**config.mk**
```make
export PLATFORM = sky130hd
export DESIGN_NAME = mem_bus_initiator_flat
export DESIGN_NICKNAME = d
export VERILOG_FILES = /design/src/rtl/mem_bus_initiator_if.sv /design/src/rtl/mem_bus_initiator.sv /design/src/flat_wrapper.sv
export SDC_FILE = /design/constraint.sdc
export NUM_CORES = 1
export LEC_CHECK = 0
export CORE_MARGIN = 4
export CORE_UTILIZATION = 36
export CTS_CLUSTER_SIZE = 14
export DETAILED_ROUTE_END_ITERATION = 16
export PLACE_DENSITY = 0.78
export REMOVE_ABC_BUFFERS = 1
export SYNTH_ARGS = -nofsm -noshare
export SYNTH_HDL_FRONTEND = slang
export SYNTH_SLANG_ARGS = --single-unit
```
**constraint.sdc**
```tcl
create_clock -name SIM_CLK -period 2.3 [get_ports SIM_CLK]
set_input_delay 0.23 -clock SIM_CLK [delete_from_list [all_inputs] [get_ports SIM_CLK]]
set_output_delay 0.23 -clock SIM_CLK [all_outputs]
set_load 0.02 [all_outputs]
```
**src/rtl/mem_bus_initiator_if.sv**
```systemverilog
// Request/response handshake and memory pin bundle for mem_bus_initiator.
// The master modport is the initiator; the slave modport is core logic plus pads.
interface mem_bus_initiator_if #(
    parameter int ADDR_W = 17,
    parameter int DATA_W = 16
);
    logic              req_valid;
    logic              req_ready;
    logic              req_we;
    logic [ADDR_W-1:0] req_addr;
    logic [DATA_W-1:0] req_wdata;
    logic              rsp_valid;
    logic [DATA_W-1:0] rsp_rdata;
    logic              mem_ce_n;
    logic              mem_oe_n;
    logic              mem_we_n;
    logic [ADDR_W-1:0] mem_a;
    logic [DATA_W-1:0] mem_dq_out;
    logic              mem_dq_oe;
    logic [DATA_W-1:0] mem_dq_in;

    modport master (
        input  req_valid, req_we, req_addr, req_wdata, mem_dq_in,
        output req_ready, rsp_valid, rsp_rdata,
        output mem_ce_n, mem_oe_n, mem_we_n, mem_a, mem_dq_out, mem_dq_oe
    );

    modport slave (
        output req_valid, req_we, req_addr, req_wdata, mem_dq_in,
        input  req_ready, rsp_valid, rsp_rdata,
        input  mem_ce_n, mem_oe_n, mem_we_n, mem_a, mem_dq_out, mem_dq_oe
    );
endinterface

```
**src/rtl/mem_bus_initiator.sv**
```systemverilog
// Turns single-cycle read/write requests into CE_/OE_/WE_ strobe sequences on an async memory bus.
// Read response RD_WAIT cycles after accept; req_ready stays low until the bus-turnaround cycle ends.
module mem_bus_initiator #(
    parameter int ADDR_W  = 17,
    parameter int DATA_W  = 16,
    parameter int RD_WAIT = 5,   // 1..255
    parameter int WR_WAIT = 3    // 1..255
) (
    input  logic SIM_CLK,
    input  logic SIM_RST,
    mem_bus_initiator_if.master bus
);
    typedef enum logic [2:0] {IDLE, RD_ACC, WR_SETUP, WR_PULSE, WR_HOLD, TURN} state_t;

    localparam logic [7:0] RD_CNT = 8'(RD_WAIT - 1);
    localparam logic [7:0] WR_CNT = 8'(WR_WAIT - 1);

    state_t            state_q,  state_d;
    logic [7:0]        cnt_q,    cnt_d;
    logic              ready_q,  ready_d;
    logic              ce_n_q,   ce_n_d;
    logic              oe_n_q,   oe_n_d;
    logic              we_n_q,   we_n_d;
    logic [ADDR_W-1:0] a_q,      a_d;
    logic [DATA_W-1:0] dq_out_q, dq_out_d;
    logic              dq_oe_q,  dq_oe_d;
    logic              rsp_vld_q, rsp_vld_d;
    logic [DATA_W-1:0] rdata_q,  rdata_d;

    always_comb begin
        state_d   = state_q;
        cnt_d     = cnt_q;
        ready_d   = ready_q;
        ce_n_d    = ce_n_q;
        oe_n_d    = oe_n_q;
        we_n_d    = we_n_q;
        a_d       = a_q;
        dq_out_d  = dq_out_q;
        dq_oe_d   = dq_oe_q;
        rsp_vld_d = 1'b0;
        rdata_d   = rdata_q;
        case (state_q)
            IDLE: begin
                if (bus.req_valid && ready_q) begin
                    a_d     = bus.req_addr;
                    ready_d = 1'b0;
                    ce_n_d  = 1'b0;
                    if (bus.req_we) begin
                        dq_out_d = bus.req_wdata;
                        dq_oe_d  = 1'b1;
                        state_d  = WR_SETUP;
                    end else begin
                        oe_n_d  = 1'b0;
                        cnt_d   = RD_CNT;
                        state_d = RD_ACC;
                    end
                end
            end
            RD_ACC: begin
                if (cnt_q == 8'd0) begin
                    rdata_d   = bus.mem_dq_in;
                    rsp_vld_d = 1'b1;
                    ce_n_d    = 1'b1;
                    oe_n_d    = 1'b1;
                    state_d   = TURN;
                end else begin
                    cnt_d = cnt_q - 8'd1;
                end
            end
            // Data is already on DQ one cycle before WE_ falls.
            WR_SETUP: begin
                we_n_d  = 1'b0;
                cnt_d   = WR_CNT;
                state_d = WR_PULSE;
            end
            WR_PULSE: begin
                if (cnt_q == 8'd0) begin
                    we_n_d  = 1'b1;
                    ce_n_d  = 1'b1;
                    state_d = WR_HOLD;
                end else begin
                    cnt_d = cnt_q - 8'd1;
                end
            end
            WR_HOLD: begin
                dq_oe_d = 1'b0;
                state_d = TURN;
            end
            TURN: begin
                ready_d = 1'b1;
                state_d = IDLE;
            end
            default: begin
                ce_n_d  = 1'b1;
                oe_n_d  = 1'b1;
                we_n_d  = 1'b1;
                dq_oe_d = 1'b0;
                ready_d = 1'b1;
                state_d = IDLE;
            end
        endcase
    end

    always_ff @(posedge SIM_CLK or negedge SIM_RST) begin
        if (!SIM_RST) begin
            state_q   <= IDLE;
            cnt_q     <= '0;
            ready_q   <= 1'b1;
            ce_n_q    <= 1'b1;
            oe_n_q    <= 1'b1;
            we_n_q    <= 1'b1;
            a_q       <= '0;
            dq_out_q  <= '0;
            dq_oe_q   <= 1'b0;
            rsp_vld_q <= 1'b0;
            rdata_q   <= '0;
        end else begin
            state_q   <= state_d;
            cnt_q     <= cnt_d;
            ready_q   <= ready_d;
            ce_n_q    <= ce_n_d;
            oe_n_q    <= oe_n_d;
            we_n_q    <= we_n_d;
            a_q       <= a_d;
            dq_out_q  <= dq_out_d;
            dq_oe_q   <= dq_oe_d;
            rsp_vld_q <= rsp_vld_d;
            rdata_q   <= rdata_d;
        end
    end

    assign bus.req_ready  = ready_q;
    assign bus.rsp_valid  = rsp_vld_q;
    assign bus.rsp_rdata  = rdata_q;
    assign bus.mem_ce_n   = ce_n_q;
    assign bus.mem_oe_n   = oe_n_q;
    assign bus.mem_we_n   = we_n_q;
    assign bus.mem_a      = a_q;
    assign bus.mem_dq_out = dq_out_q;
    assign bus.mem_dq_oe  = dq_oe_q;

    // Bus-contention and strobe-ordering invariants.
    a_no_contention: assert property (@(posedge SIM_CLK) disable iff (!SIM_RST)
        !(!oe_n_q && dq_oe_q));
    a_we_in_ce: assert property (@(posedge SIM_CLK) disable iff (!SIM_RST)
        !(!we_n_q && ce_n_q));
    a_addr_stable: assert property (@(posedge SIM_CLK) disable iff (!SIM_RST)
        (!ce_n_q && $past(!ce_n_q)) |-> $stable(a_q));
    a_data_stable: assert property (@(posedge SIM_CLK) disable iff (!SIM_RST)
        (dq_oe_q && $past(dq_oe_q)) |-> $stable(dq_out_q));
endmodule

```
**src/flat_wrapper.sv**
```systemverilog
// flat-port wrapper written by rule: the top's interface ports become plain ports
module mem_bus_initiator_flat 
#(
    parameter int ADDR_W  = 17,
    parameter int DATA_W  = 16,
    parameter int RD_WAIT = 5,            
    parameter int WR_WAIT = 3             
)
  (SIM_CLK, SIM_RST, bus_req_valid, bus_req_we, bus_req_addr, bus_req_wdata, bus_mem_dq_in, bus_req_ready, bus_rsp_valid, bus_rsp_rdata, bus_mem_ce_n, bus_mem_oe_n, bus_mem_we_n, bus_mem_a, bus_mem_dq_out, bus_mem_dq_oe);
  mem_bus_initiator_if #(.ADDR_W(ADDR_W), .DATA_W(DATA_W)) bus_i ();
  input  logic SIM_CLK;
  input  logic SIM_RST;
  input wire logic [$bits(bus_i.req_valid)-1:0] bus_req_valid;
  input wire logic [$bits(bus_i.req_we)-1:0] bus_req_we;
  input wire logic [$bits(bus_i.req_addr)-1:0] bus_req_addr;
  input wire logic [$bits(bus_i.req_wdata)-1:0] bus_req_wdata;
  input wire logic [$bits(bus_i.mem_dq_in)-1:0] bus_mem_dq_in;
  output wire logic [$bits(bus_i.req_ready)-1:0] bus_req_ready;
  output wire logic [$bits(bus_i.rsp_valid)-1:0] bus_rsp_valid;
  output wire logic [$bits(bus_i.rsp_rdata)-1:0] bus_rsp_rdata;
  output wire logic [$bits(bus_i.mem_ce_n)-1:0] bus_mem_ce_n;
  output wire logic [$bits(bus_i.mem_oe_n)-1:0] bus_mem_oe_n;
  output wire logic [$bits(bus_i.mem_we_n)-1:0] bus_mem_we_n;
  output wire logic [$bits(bus_i.mem_a)-1:0] bus_mem_a;
  output wire logic [$bits(bus_i.mem_dq_out)-1:0] bus_mem_dq_out;
  output wire logic [$bits(bus_i.mem_dq_oe)-1:0] bus_mem_dq_oe;
  assign bus_i.req_valid = bus_req_valid;
  assign bus_i.req_we = bus_req_we;
  assign bus_i.req_addr = bus_req_addr;
  assign bus_i.req_wdata = bus_req_wdata;
  assign bus_i.mem_dq_in = bus_mem_dq_in;
  assign bus_req_ready = bus_i.req_ready;
  assign bus_rsp_valid = bus_i.rsp_valid;
  assign bus_rsp_rdata = bus_i.rsp_rdata;
  assign bus_mem_ce_n = bus_i.mem_ce_n;
  assign bus_mem_oe_n = bus_i.mem_oe_n;
  assign bus_mem_we_n = bus_i.mem_we_n;
  assign bus_mem_a = bus_i.mem_a;
  assign bus_mem_dq_out = bus_i.mem_dq_out;
  assign bus_mem_dq_oe = bus_i.mem_dq_oe;
  mem_bus_initiator #(.ADDR_W(ADDR_W), .DATA_W(DATA_W), .RD_WAIT(RD_WAIT), .WR_WAIT(WR_WAIT)) u_core (.SIM_CLK(SIM_CLK), .SIM_RST(SIM_RST), .bus(bus_i));
endmodule
```
Word level (Yosys, flattened, before mapping) --
Cells that the tools add are included.
Operators by class: reduce and logical (&&, ||, !) cells 20, add/sub/neg operators 1, muxes and demuxes 22, bitwise logic cells 5, eq/ne operators 12
Operator list (count):
- two-way mux 8 bit | 3
- case mux 8 bit (3 select lines) | 1
- OR reduction 4 bit | 4
- case mux 3 bit (5 select lines) | 1
- AND reduction 3 bit | 4
- two-way mux 3 bit | 3
- case mux 1 bit (3 select lines) | 3
- logical NOT 8 bit | 1
- two-way mux 1 bit | 8
- != test 2 x 1 -> 1 bit, second input constant | 4
- AND reduction 2 bit | 4
- AND reduction 4 bit | 2
- subtractor 8 x 1 -> 8 bit, second input constant | 1
- equality test 3 x 2 -> 1 bit, second input constant | 2
- equality test 3 bit, second input constant | 2
- != test 2 bit, second input constant | 3
- NOT 1 bit | 5
- case mux 1 bit (2 select lines) | 2
- equality test 3 x 1 -> 1 bit, second input constant | 1
- logical NOT 3 bit | 1
- nonzero test 3 bit | 1
- OR reduction 3 bit | 1
- two-way mux 2 bit | 1
- OR reduction 2 bit | 1
- logical AND 1 bit | 1
Storage, ports and cells: bits of input ports 53, flip-flop bits (word level) 66, word-level logic and storage cells 71, output and inout bits 55

Logic depth before layout (Yosys ltp) --
word-level depth 4, depth in mapped cells 7, depth with buffers taken out 6

Worst setup path before layout --
Ideal clock, no wire load.
path kind register to register, from register u_core.cnt_q[5], to register u_core.oe_n_q, in the netlist u_core.bus.mem_oe_n, setup time 0.092 ns, arrival 1.830 ns, period minus slack after synthesis 1.922 ns, stages on the path, launching flop included 6, required time 2.208 ns, path slack 0.378 ns, path buffers 1, path through dfrtp_1 > or4_4 > or3_1 > buf_2 > a2111oi_4 > o22ai_1
On the way: cells in the longest elaborated chain, start to end 3
RTL lines:
- start, declared | RTL line mem_bus_initiator.sv:19 | logic [7:0] cnt_q, cnt_d;
- start signal, assigned | RTL line mem_bus_initiator.sv:119 | cnt_q <= cnt_d;
- logical NOT 8 bit | RTL line mem_bus_initiator.sv:60 | if (cnt_q == 8'd0) begin
- != test 2 x 1 -> 1 bit (no line)
- AND reduction 4 bit (no line)
- end signal, assigned | RTL line mem_bus_initiator.sv:122 | oe_n_q <= oe_n_d;
- end, declared | RTL line mem_bus_initiator.sv:22 | logic oe_n_q, oe_n_d;
Every way passes these cells. A chain may end at the register's enable or synchronous reset.

Final worst setup path --
Same ends and word-level chain as after synthesis.

==> results.py <==
metrics = {
    "status": {
        "status": "finished clean",
    },
    "setup_path": {
        "slowest_stage": "or4_4",
        "path_class": "register to register",
        "arrival_ns": 2.29,
        "cp-start-kind": "register",
        "path_buf_inv": 0,
        "cp-end-kind": "register",
        "required_ns": 2.56,
        "crit_path_start": "u_core.cnt_q[5]",
        "critPathMaxStageDelay_ns": 0.60,
        "path_max_fanout": 6,
        "critical_path.top_delay_family": "simple AND/OR/NAND/NOR gates",
        "reg2reg_from": "u_core.cnt_q[5]",
        "path_cells": "or4_4, or3_1, a2111oi_4, o22ai_1",
    },
    "yosys": {
        "async_flop_share": 1.000,
        "syn_avg_cell_area_um2": 13.54,
        "synth.ff_latch_count": 66,
        "yosysWarnings": 0,
        "syn_area_um2": 2844,
        "seq_area_frac_synth": 0.5825,
        "synth_edf_count": 0,
        "post_synth_num_cell_types": 41,
        "synth_cells": 210,
        "synth_ff_type": "dfrtp_1",
    },
    "grt": {
        "grt_usage": 0.1542,
        "grt_pass1_wl_um": 11580,
        "grt_pass1_vias": 2311,
        "grt_max_degree": 41,
        "grt_antenna_before_repair": 0,
        "grt.overflow.total": 0,
    },
    "routing": {
        "firstDrtPassIters": 4,
        "vias": 2135,
        "drt-total-wl_um": 6759,
        "drt_iter0_markers": 111,
        "post_drt_wl_per_cell_um": 15.57,
        "drcViolationCount": 0,
        "ant_nets": 0,
        "vias_per_cell": 4.919,
    },
    "sta": {
        "fmax_ghz": 0.4923,
        "rsz0062_at_grt": "false",
        "final_max_slew_viol_count": 0,
        "fin_crit_sh": 0.8831,
        "fin_hold_ws_ns": 0.4384,
        "fin_worst_skew_ns": 0.008490,
        "slew_headroom": 0.5745,
        "setup_viol": 0,
        "hold_viol": 0,
        "tns_ns": 0,
        "post-route-min-period_ns": 2.031,
        "tightestPinTransition_ns": 0.6382,
    },
    "clocking": {
        "max-clock-path-buffers": 2,
        "worst_skew_pair.late_latency_ns": 0.34,
        "cts_buffers": 9,
        "cts_resized": 0,
        "cts.sinks": 66,
        "h-tree-depth": 3,
        "cts_tree": "done",
        "clkTransAtPathRegs_ns": 0.07,
        "clockRootBuffer": "clkbuf_8",
    },
    "floorplanning": {
        "die_h_um": 96.88,
        "fp.dieW_um": 96.88,
        "dieArea_um2": 9386,
        "io_pins": 108,
        "placementRows": 32,
        "core_area_um2": 7687,
        "initial_core_util": 0.3700,
    },
    "final_layout": {
        "mostFrequentLayoutCells": "clkdlybuf4s50_1 (106), dfrtp_1 (62), mux2_2 (50)",
        "final_cell_count_no_fill": 434,
        "diodes": 0,
        "finalInstanceArea_um2": 4272,
        "syn_to_final_growth_pct": 50.20,
        "layout_commonest_cell": "clkdlybuf4s50_1",
        "layout-drive-gt1-share": 0.2500,
        "final_nets": 384,
    },
    "pwr": {
        "power_mw": 5.927,
        "ir_drop_mv": 0.7815,
        "p_per_area_nw_per_um2": 1388,
        "p_leak_nw": 1.827,
    },
    "min_path": {
        "min_path_type": "input port to asynchronous set/reset pin",
    },
    "place": {
        "hpwlAfterDp_um": 5109,
        "place_area_um2": 4056,
        "gp_congestion": 0.8427,
        "portBuffers": 107,
        "dp.cells": 417,
    },
    "run": {
        "maxCapViolations": 0,
    },
}
==> worst paths after layout <==
kind / endpoint / slack (ns) / cells after the start
worst max-delay path: u_core.bus.mem_oe_n / 0.27 / 4
worst min-delay path: u_core.state_q[1] / 0.44 / 2
worst max register to register: u_core.bus.mem_oe_n / 0.27 / 4
worst min register to register: u_core.bus.mem_oe_n / 0.48 / 2
max in group asynchronous: u_core.bus.req_ready / 1.17 / 3
min in group SIM_CLK: u_core.bus.mem_oe_n / 0.48 / 2
==> area by class of cell <==
| cell class | instances | area, um2 |
|---|---|---|
| Clock inverter | 4 | 50.05 |
| Fill cell | 636 | 3416 |
| Inverter | 8 | 30.03 |
| Tap cell | 102 | 127.6 |
| Clock buffer | 12 | 155.1 |
| Multi-Input combinational cell | 127 | 1111 |
| Timing Repair Buffer | 115 | 1141 |
| Sequential cell | 66 | 1657 |
==> layer usage <==
metal,global-route usage,up-vias,part of all wire
met5,0,-,0
met4,0.07019,0,0.014
met3,0.05984,8,0.077
met2,0.2558,64,0.51
met1,0.1753,1072,0.40
li1,-,991,-
==> power breakdown <==
group / internal (mW) / total (mW) / switching, mW
Combinational: 1.48 / 2.83 / 1.35
Sequential: 1.74 / 2.10 / 0.366
Clock: 0.558 / 0.997 / 0.438
==> worst reg2reg max path: stages (launching register included) <==
cell and delay [ns]:
dfrtp_1 0.41, or4_4 0.60, or3_1 0.50, a2111oi_4 0.32
o22ai_1 0.13
==> timing repair <==
action,4_1_cts,5_1_grt
hold endpoints to repair,24,0
hold buffers,1,0
setup buffers,0,0
==> cells in the mapped netlist (all sizes together) (3+ instances only) <==
cell	count	area share
a21boi	3	0.0079
a21oi	5	0.0088
buf	5	0.011
clkbuf	4	0.0053
dfrtp	62	0.55
dfstp	4	0.037
ha	4	0.018
inv	8	0.011
mux2	50	0.20
nand2	8	0.011
nand2b	4	0.0088
nor2	10	0.013
nor3	4	0.011
o21ai	4	0.0070
o22ai	3	0.0066
o31ai	3	0.0079
or4	4	0.012
==> stage by stage <==
| stage | utilization | setup slack [ns] |
|---|---|---|
| 6_report | 0.5557 | 0.2689 |
| 5_1_grt | 0.5557 | 0.1512 |
| 4_1_cts | 0.5557 | 0.2556 |
| 3_5_place_dp | 0.5277 | 0.2624 |
| 3_3_place_gp | 0.5277 | 0.3224 |
| 2_1_floorplan | - | -0.4074 |
==> sequential cells by signal, summed over array words and instances (netlist names) <==
signal                 flops
u_core.bus.mem_dq_out     16
u_core.bus.mem_ce_n        1
u_core.bus.mem_oe_n        1
u_core.bus.mem_we_n        1
u_core.state_q             3
u_core.bus.rsp_valid       1
u_core.bus.mem_a          17
u_core.bus.req_ready       1
u_core.cnt_q               8
u_core.bus.rsp_rdata      16
u_core.bus.mem_dq_oe       1
==> logic make-up (layout without fill, tap and decap cells) <==
| family | after synthesis | in the layout | share of synthesized area |
|---|---|---|---|
| fa+ha+maj | 4 | 4 | 0.01760 |
| flops | 66 | 66 | 0.5825 |
| xor+xnor | 1 | 1 | 0.003080 |
| simple gates | 41 | 41 | 0.08932 |
| mux | 52 | 52 | 0.2050 |
| buf+inv | 17 | 139 | 0.02684 |
| compound gates | 29 | 29 | 0.07567 |
(Power assumes the default switching activity.)
